**config.mk**
```make
export PLATFORM = sky130hd
export DESIGN_NAME = interrupt_controller
export DESIGN_NICKNAME = d
export VERILOG_FILES = /design/src/rtl/intc_pkg.sv /design/src/rtl/irq_sync_edge.sv /design/src/rtl/interrupt_controller.sv
export SDC_FILE = /design/constraint.sdc
export NUM_CORES = 1
export LEC_CHECK = 0
export ABC_AREA = 1
export CAP_MARGIN = 10
export CORE_MARGIN = 2
export CORE_UTILIZATION = 52
export DETAILED_ROUTE_END_ITERATION = 7
export PLACE_DENSITY = 0.84
export RECOVER_POWER = 25
export SLEW_MARGIN = 0
export SYNTH_ARGS = -nofsm -noshare
export SYNTH_HDL_FRONTEND = slang
export SYNTH_SLANG_ARGS = --single-unit
```
**constraint.sdc**
```tcl
create_clock -name Clk -period 1.65 [get_ports Clk]
set_input_delay 0.2475 -clock Clk [delete_from_list [all_inputs] [get_ports Clk]]
set_output_delay 0.2475 -clock Clk [all_outputs]
set_load 0.05 [all_outputs]
```
**src/rtl/intc_pkg.sv**
```systemverilog
// -----------------------------------------------------------------------------
// intc_pkg
// Shared definitions for the interrupt controller:
//   NUM_IRQ_DEF   default number of external request lines
//   intc_state_t  issue FSM states (IDLE, ASSERT, SERVICE)
//   VEC_W()       width of the vector index: clog2(n), never less than 1
// -----------------------------------------------------------------------------
package intc_pkg;

   localparam int NUM_IRQ_DEF = 4;

   typedef enum logic [1:0] {
      IDLE    = 2'd0,
      ASSERT  = 2'd1,
      SERVICE = 2'd2
   } intc_state_t;

   function automatic int VEC_W(input int n);
      return (n <= 1) ? 1 : $clog2(n);
   endfunction

endpackage

```
**src/rtl/irq_sync_edge.sv**
```systemverilog
// -----------------------------------------------------------------------------
// irq_sync_edge
// One external interrupt line: 2-FF synchroniser followed by a rising-edge
// detector.
// Ports:
//   Clk   in  clock
//   Rst   in  asynchronous active-low reset
//   Arm   in  1 = edge detection enabled; 0 = arming, prev follows the input
//   Async in  raw asynchronous request line
//   Rise  out one-cycle pulse on a synchronised rising edge
// -----------------------------------------------------------------------------
module irq_sync_edge (
   input  logic Clk,
   input  logic Rst,
   input  logic Arm,
   input  logic Async,
   output logic Rise
);

   logic sync1_reg;
   logic sync2_reg;
   logic prev_reg;

   always_ff @(posedge Clk or negedge Rst) begin
      if (!Rst) begin
         sync1_reg <= 1'b0;
         sync2_reg <= 1'b0;
         prev_reg  <= 1'b0;
      end else begin
         sync1_reg <= Async;
         sync2_reg <= sync1_reg;
         // While arming, prev is preloaded with the value sync2 is about to
         // take, so a line held high through reset is already "seen" by the
         // time detection is enabled and never produces an edge.
         prev_reg  <= Arm ? sync2_reg : sync1_reg;
      end
   end

   assign Rise = Arm & sync2_reg & ~prev_reg;

endmodule

```
**src/rtl/interrupt_controller.sv**
```systemverilog
// -----------------------------------------------------------------------------
// interrupt_controller
// Synchronises NUM_IRQ asynchronous request lines, latches their rising edges
// as pending, applies a software mask and fixed lowest-index-first priority,
// and issues one interrupt at a time to the processor.
// Ports:
//   Clk      in  clock
//   Rst      in  asynchronous active-low reset
//   IrqIn    in  [NUM_IRQ]  asynchronous requests, rising-edge sensitive
//   MaskWe   in  mask write enable
//   MaskIn   in  [NUM_IRQ]  new mask value (1 = line disabled)
//   IntRet   in  one-cycle pulse: processor retired its RTI
//   Int      out interrupt request, high HOLD_CYCLES cycles per issue
//   IntVec   out [VW]  index of the line being serviced
//   Busy     out high from issue until IntRet
//   Pending  out [NUM_IRQ] pending register (status)
// -----------------------------------------------------------------------------
module interrupt_controller
   import intc_pkg::*;
#(
   parameter int                   NUM_IRQ     = NUM_IRQ_DEF,
   parameter int                   HOLD_CYCLES = 2,
   parameter logic [NUM_IRQ-1:0]   MASK_RST    = '0,
   localparam int                  VW          = VEC_W(NUM_IRQ)
) (
   input  logic               Clk,
   input  logic               Rst,
   input  logic [NUM_IRQ-1:0] IrqIn,
   input  logic               MaskWe,
   input  logic [NUM_IRQ-1:0] MaskIn,
   input  logic               IntRet,
   output logic               Int,
   output logic [VW-1:0]      IntVec,
   output logic               Busy,
   output logic [NUM_IRQ-1:0] Pending
);

   localparam logic [3:0] HOLD_LOAD = 4'(HOLD_CYCLES - 1);

   intc_state_t        state_reg;
   logic               int_reg;
   logic [VW-1:0]      vec_reg;
   logic               busy_reg;
   logic [3:0]         hold_cnt_reg;
   logic [NUM_IRQ-1:0] pending_reg;
   logic [NUM_IRQ-1:0] pending_next;
   logic [NUM_IRQ-1:0] mask_reg;
   logic [1:0]         arm_cnt_reg;
   logic               arm;

   logic [NUM_IRQ-1:0] rise;
   logic [NUM_IRQ-1:0] eligible;
   logic [VW-1:0]      winner;
   logic               issue;
   logic [NUM_IRQ-1:0] clr;

   // Edge detection stays off for the first two cycles after reset release.
   always_ff @(posedge Clk or negedge Rst) begin
      if (!Rst) begin
         arm_cnt_reg <= 2'd2;
      end else if (arm_cnt_reg != 2'd0) begin
         arm_cnt_reg <= arm_cnt_reg - 2'd1;
      end
   end

   assign arm = (arm_cnt_reg == 2'd0);

   genvar gi;
   generate
      for (gi = 0; gi < NUM_IRQ; gi++) begin : g_line
         irq_sync_edge u_sync (
            .Clk   (Clk),
            .Rst   (Rst),
            .Arm   (arm),
            .Async (IrqIn[gi]),
            .Rise  (rise[gi])
         );
      end
   endgenerate

   // Selection uses the registered mask, so a mask written this cycle only
   // affects selection from the next cycle on.
   assign eligible = pending_reg & ~mask_reg;
   assign issue    = (state_reg == IDLE) && (eligible != '0);

   // Fixed priority: scan downwards so the lowest set index is written last.
   always_comb begin
      winner = '0;
      for (int i = NUM_IRQ - 1; i >= 0; i--) begin
         if (eligible[i]) begin
            winner = VW'(i);
         end
      end
   end

   assign clr = issue ? (NUM_IRQ'(1) << winner) : '0;

   // A new edge in the same cycle as the clear keeps the line pending.
   assign pending_next = (pending_reg & ~clr) | rise;

   always_ff @(posedge Clk or negedge Rst) begin
      if (!Rst) begin
         state_reg    <= IDLE;
         int_reg      <= 1'b0;
         vec_reg      <= '0;
         busy_reg     <= 1'b0;
         hold_cnt_reg <= 4'd0;
         pending_reg  <= '0;
         mask_reg     <= MASK_RST;
      end else begin
         pending_reg <= pending_next;
         if (MaskWe) begin
            mask_reg <= MaskIn;
         end
         case (state_reg)
            IDLE: begin
               if (issue) begin
                  state_reg    <= ASSERT;
                  int_reg      <= 1'b1;
                  vec_reg      <= winner;
                  busy_reg     <= 1'b1;
                  hold_cnt_reg <= HOLD_LOAD;
               end
            end
            ASSERT: begin
               if (hold_cnt_reg == 4'd0) begin
                  state_reg <= SERVICE;
                  int_reg   <= 1'b0;
               end else begin
                  hold_cnt_reg <= hold_cnt_reg - 4'd1;
               end
            end
            SERVICE: begin
               if (IntRet) begin
                  state_reg <= IDLE;
                  busy_reg  <= 1'b0;
               end
            end
            default: begin
               state_reg <= IDLE;
               int_reg   <= 1'b0;
            end
         endcase
      end
   end

   assign Int     = int_reg;
   assign IntVec  = vec_reg;
   assign Busy    = busy_reg;
   assign Pending = pending_reg;

endmodule
```
**Yosys cells after proc, flatten, opt, wreduce, memory -nomap -nowiden**

Index checks and enable logic that the tools add are counted.

- Bitwise operators: 18
- Reductions and logical operators: 13
- $add $sub $neg: 2
- Muxes and demuxes: 21
- Shift-type cells: 1
- Eq/ne operators: 6

Operator list:

| kind | number |
|---|---|
| $mux 2 | 7 |
| $mux 4 | 3 |
| $reduce_and 3->1 | 4 |
| $and 1x1->1 | 8 |
| $and 4x4->4 | 2 |
| $ne 2x2->1 const B | 4 |
| $not 4->4 | 2 |
| $pmux 4 s2 | 1 |
| $mux 1 | 7 |
| $pmux 2 s3 | 1 |
| $reduce_bool 2->1 | 3 |
| $not 1->1 | 5 |
| $logic_not 2->1 | 2 |
| $logic_not 4->1 | 1 |
| $or 4x4->4 | 1 |
| $reduce_bool 4->1 | 1 |
| $shl 1x2->4 const A | 1 |
| $sub 4x1->4 const B | 1 |
| $pmux 1 s3 | 1 |
| $eq 2x1->1 const B | 1 |
| $eq 2x2->1 const B | 1 |
| $pmux 1 s2 | 1 |
| $reduce_and 2->1 | 1 |
| $sub 2x1->2 const B | 1 |
| $logic_and 1x1->1 | 1 |

- Register bits: 32
- Word-level logic and storage cells: 81
- Output and inout port bits: 8
- Bits of input ports: 12

**Longest topological paths before layout**

- Word-level depth: 11
- Gate-level depth with buffers: 9
- Mapped depth without buffers: 9

**Modules after synthesis**

Synthesis repeated with hierarchy kept, for this count alone.

- Cells, all modules: 151
- Area total of the unflattened synthesis: 1372.6 um^2

By module, submodules not included:

| module | times used | cells an instance | area each (um^2) | seq. area each (um^2) |
|---|---|---|---|---|
| interrupt_controller | 1 | 119 | 987.2 | 501.7 |
| irq_sync_edge | 4 | 8 | 96.3 | 75.1 |

**Worst setup path after synthesis**

OpenSTA, ideal clock, no wires.

- Path kind: register to register
- Start point: register pending_reg[1], in the netlist Pending[1]
- End point: register hold_cnt_reg[3]
- Path buffers: 0
- Clock period less this slack: 1355 ps
- Cell stages (with the launch flop): 7
- Data required time: 1533 ps
- Arrival time: 1238 ps
- Library setup time: 117 ps
- Path slack: 295 ps
- Path through: dfrtp_1 -> nand2_4 -> nand2_4 -> o21ai_4 -> nand2_4 -> nand2_1 -> nand2_1

- Word-level cells in the longest chain between the ends: 5

Ends and longest elaborated chain:

| element | RTL line | text |
|---|---|---|
| from (decl) | interrupt_controller.sv:45 | `logic [NUM_IRQ-1:0] pending_reg;` |
| from (signal assigned) | interrupt_controller.sv:111 | `pending_reg <= pending_next;` |
| $and 4x4->4 | interrupt_controller.sv:83 | `assign eligible = pending_reg & ~mask_reg;` |
| $reduce_bool 4->1 | interrupt_controller.sv:84 | `assign issue = (state_reg == IDLE) && (eligible != '0);` |
| $logic_and 1x1->1 | interrupt_controller.sv:84 |  |
| $ne 2x2->1 (no source line) | -- |  |
| $reduce_and 3->1 (no source line) | -- |  |
| to (signal assigned) | interrupt_controller.sv:130 | `hold_cnt_reg <= hold_cnt_reg - 4'd1;` |
| to (decl) | interrupt_controller.sv:44 | `logic [3:0] hold_cnt_reg;` |

No other way between the ends.
A chain may end at the register's enable or synchronous reset.

**Worst setup path in the final report**

- Start point: register hold_cnt_reg[0]
- End point: register int_reg, in the netlist Int

- Word-level cells in the longest chain between the ends: 3

Ends and longest elaborated chain:

| element | RTL line | text |
|---|---|---|
| $logic_not 4->1 | interrupt_controller.sv:126 | `if (hold_cnt_reg == 4'd0) begin` |
| $ne 2x2->1 (no source line) | -- |  |
| $reduce_and 3->1 (no source line) | -- |  |
| to (signal assigned) | interrupt_controller.sv:119 | `int_reg <= 1'b1;` |
| to (signal assigned) | interrupt_controller.sv:128 | `int_reg <= 1'b0;` |
| to (signal assigned) | interrupt_controller.sv:141 | `int_reg <= 1'b0;` |
| to (decl) | interrupt_controller.sv:41 | `logic int_reg;` |

No other way between the ends.

==> qor_table.md <==
| Group | Parameter | Value |
| --- | --- | --- |
| clock network | Quantity of hold-fixing buffers added after cts | 0 |
| critical path | Cell breakdown of the critical path | inv_1 -> ha_1 -> nand3_1 -> nand2_2 -> inv_1 -> nor2_1 -> nand2_1 -> nand2_1 -> nand2_1 |
| power | Cell leakage power | 0.840 nW |
| power | Internal cell power | 1.59 mW |
| power | Switching component of the power | 1.27 mW |
| layout | Number of antenna cells inserted | 0 |
| synthesis | Synthesized area divided by synthesized cell count | 9.28 µm² |
| synthesis | Synth top area share | 56.9% |
| routing | First-pass iteration count of the detailed router | 4 |
| synthesis | Warning count from the yosys run | 0 |
| sta | Fin. Hold Viols | 0 |
| routing | First DRT Iteration DRCs | 25 |
| critical path | Arrival time at the worst endpoint | 1.60 ns |
| sta | Final worst hold slack | 0.364 ns |
| clock network | Clock-pin transition on the worst setup and hold timing paths | 0.10 ns |
| sta | RSZ-0062 raised after global routing | no |
| layout | FF/Latch Area | 802 µm² |
| layout | Layout Cells excl Fill | 204 |
| clock network | Clock insertion delay at the later pin of the skew report | 0.32 ns |
| critical path | Worst Setup SP | hold_cnt_reg[0] |
| power | Switching part of the total power | 44.5% |
| critical path | Highest cell delay on the worst timing path | 0.40 ns |
| placement | Placed cell area | 0.00157 mm² |
| global routing | Number of global-route vias before repair | 1,007 |
| critical path | Logic depth of the worst path, buffers included | 9 |
| critical path | Family of cells with the greatest summed delay on the critical path | simple AND/OR/NAND/NOR gates |
| run status | Status | completed |
| sta | Worst slew margin | 49.5% |
| floorplanning | Starting utilization of the core area | 55.1% |
| layout | Most used cells in the layout excluding fill and tap cells | 40 x sky130_fd_sc_hd__nand2_1, 31 x sky130_fd_sc_hd__dfrtp_1, 20 x sky130_fd_sc_hd__inv_1 |
| synthesis | Combined area of all synthesized cells | 0.00136 mm² |
| clock network | Number of buffers inserted to repair setup after CTS | 0 |
| sta | Maximum frequency from static timing analysis | 711 MHz |
| clock network | Clock Root Buffer | sky130_fd_sc_hd__clkbuf_4 |
| routing | Total Routed Length | 2.32 mm |
| sta | Measured slew at the worst slew-check pin | 0.758 ns |
| floorplanning | Die Height | 55.2 µm |
| clock network | Largest buffer count on any clock path | 2 |
| floorplanning | Number of top-level design ports | 20 |
| layout | Most common cell after layout, fill and taps aside | sky130_fd_sc_hd__nand2_1 |
| routing | Count of nets left with antenna violations after detail routing | 0 |
| power | VDD IR max | 1130 µV |
| placement | Final weighted congestion in routability-driven placement | 0.779 |
| synthesis | Cells taking the most area after synthesis | sky130_fd_sc_hd__dfrtp_1 57%, sky130_fd_sc_hd__nand2_1 11%, sky130_fd_sc_hd__inv_1 5.5%, sky130_fd_sc_hd__o21ai_0 4.0%, sky130_fd_sc_hd__nand3_1 3.7% |
| critical path | End point of the critical path | Int |
| critical path | Standard cell with the maximum stage delay on the critical path | sky130_fd_sc_hd__dfrtp_1 |
| critical path | Biggest fanout along the worst timing path | 6 |
| critical path | Required time of the critical path | 1.85 ns |
| synthesis | Cells after Synth | 147 |
| floorplanning | Die Area | 0.00305 mm² |
| power | Share of total power in the clock network | 15.7% |
| critical path | Setup crit start kind | register |
| placement | Buffers added on ports | 19 |
| sta | Final critical delay including setup and external delays | 1.41 ns |
| sta | Worst Clk Skew | 0.0140 ns |
| critical path | Slack of the worst reg-to-reg path | 0.24 ns |
| sta | Period utilization | 85.2% |
| critical path | Launch point of the worst reg-to-reg path | hold_cnt_reg[0] |
| sta | Accumulated negative setup slack | 0 ns |
| floorplanning | Horizontal die dimension | 55.2 µm |
| min path | Min-Delay Path Depth | 0 |
| layout | Combined area of the multi-input logic cells | 474 µm² |
| critical path | Critical path capture point type | register |
| synthesis | Synth Net Count | 161 |
| clock network | Count of H-tree levels built during CTS | 2 |
| critical path | R2r endpoint | Int |
| power | Sequential fraction of design power | 38.6% |
| critical path | Dominant cell type by count on the critical path | sky130_fd_sc_hd__nand2_1 |
| synthesis | Flop and latch count out of synthesis | 32 |
| clock network | Total clock buffers created by CTS | 5 |
| clock network | Clk sink count | 32 |
| power | Power density cells | 1750 mW/mm² |
| run | Maxcap violations | 0 |
| min path | Worst min path class | register to register |
| synthesis | Share of the yosys chip area belonging to registers | 58.8% |
| clock network | Quantity of gates resized following cts | 0 |
| floorplanning | Core region area | 0.00248 mm² |
| layout | Post-layout util | 65.8% |
| power | Logic gate share of total power | 45.6% |
| routing | Routed vias | 1,014 |
| placement | Post-DP HPWL | 1.79 mm |
| routing | Average detailed-routed wire length per instance | 11.4 µm |
| placement | Placed Cells | 196 |
| routing | DRC violation count after routing | 0 |
| floorplanning | Row count | 18 |
| clock network | CTS tree | done |
| synthesis | Library cell occupying the most area in the post-synthesis netlist | sky130_fd_sc_hd__dfrtp_1 |
| layout | Syn-to-layout area delta | 19.5% |
| global routing | Global-route wire length before repair | 4.19 mm |
| layout | Number of nets in the layout | 187 |
| synthesis | Number of library cell types mapped by synthesis | 22 |
| global routing | Grt ovf | 0 |
| global routing | Largest net degree at the start of global routing | 33 |
| layout | Filler Cell Count | 205 |
| layout | Final Cell Area | 0.00163 mm² |
| global routing | Global Route Usage Sum | 17.1% |
| global routing | Initial antenna violation count | 0 |
| critical path | Worst Setup Path Type | register to register |
| critical path | CP bufs+invs | 2 |
| sta | Fin. max-slew vios | 0 |
| sta | Number of setup violations in the final report | 0 |
| critical path | Number of cells traversed by the worst register-to-register path | 9 |
| routing | Detailed-route vias per instance | 4.97 |
| layout | Share of layout cells above drive strength 1 | 17.2% |
cell families (layout without fill, tap and decap cells):
logic type / Yosys count / in the layout / synth area share [%]
buffers and inverters: 23 / 50 / 6.42
adder cells (fa/ha/maj): 2 / 2 / 1.83
flip-flops: 32 / 32 / 58.8
AO/OA/AOI/OAI: 14 / 14 / 6.06
XOR/XNOR: 2 / 2 / 1.28
AND/OR/NAND/NOR: 73 / 73 / 24.8
multiplexers: 1 / 1 / 0.826
power groups by stage:
| stage | combinational [mW] | clock (mW) | sequential (mW) |
|---|---|---|---|
| after floorplan | 0.691 | 0 | 1.38 |
| after CTS | 1.31 | 0.468 | 1.10 |
| after global routing | 1.43 | 0.512 | 1.12 |
| final | 1.30 | 0.450 | 1.10 |
| after detailed placement | 1.31 | 0 | 1.12 |
| after global placement | 1.25 | 0 | 1.10 |
worst register-to-register path: stages (launching register included):
cell	delay, ns
sky130_fd_sc_hd__dfrtp_1	0.40
sky130_fd_sc_hd__inv_1	0.10
sky130_fd_sc_hd__ha_1	0.19
sky130_fd_sc_hd__nand3_1	0.14
sky130_fd_sc_hd__nand2_2	0.16
sky130_fd_sc_hd__inv_1	0.07
sky130_fd_sc_hd__nor2_1	0.08
sky130_fd_sc_hd__nand2_1	0.06
sky130_fd_sc_hd__nand2_1	0.05
sky130_fd_sc_hd__nand2_1	0.05
how the worst min path moves through the flow:
stage	startpoint	to
2_1_floorplan	Rst	Busy
3_3_place_gp	g_line[3].u_sync.sync1_reg	g_line[3].u_sync.sync2_reg
3_5_place_dp	g_line[1].u_sync.sync1_reg	g_line[1].u_sync.sync2_reg
4_1_cts	Rst	mask_reg[1]
5_1_grt	g_line[3].u_sync.sync1_reg	g_line[3].u_sync.sync2_reg
6_report	g_line[3].u_sync.sync1_reg	g_line[3].u_sync.sync2_reg
metal layers:
layer  vias up  GRT usage, %  share of wire, %
met5         -             0                 0
met4         0          6.62               1.5
met3         9          4.68               4.9
met2        28          30.1                51
met1       472          19.7                43
li1        505             -                 -
synth_stat cells (all sizes together):
library cell	count
o21ai	12
a21oi	1
buf	1
mux2	1
dfrtp	31
dfstp	1
o22ai	1
xnor2	1
nand3b	1
ha	2
inv	22
nand4	1
or2	2
nand3	10
xor2	1
nor2	12
nand2	47
through the flow:
stage / total power, mW / setup WS (ns)
floorplan: 2.07 / 0.295
global placement: 2.35 / 0.329
detailed placement: 2.43 / 0.256
CTS: 2.88 / 0.238
global route: 3.07 / 0.0609
finish: 2.86 / 0.244
final cells by class:
type | instances | share of cell area [%]
sequential | 32 | 49.2
multi-input combinational | 92 | 29.1
timing repair buffer | 20 | 10.7
inverter | 22 | 5.07
clock buffer | 8 | 3.61
tap | 30 | 2.30
Note: power is estimated with default switching activity, not from simulation.
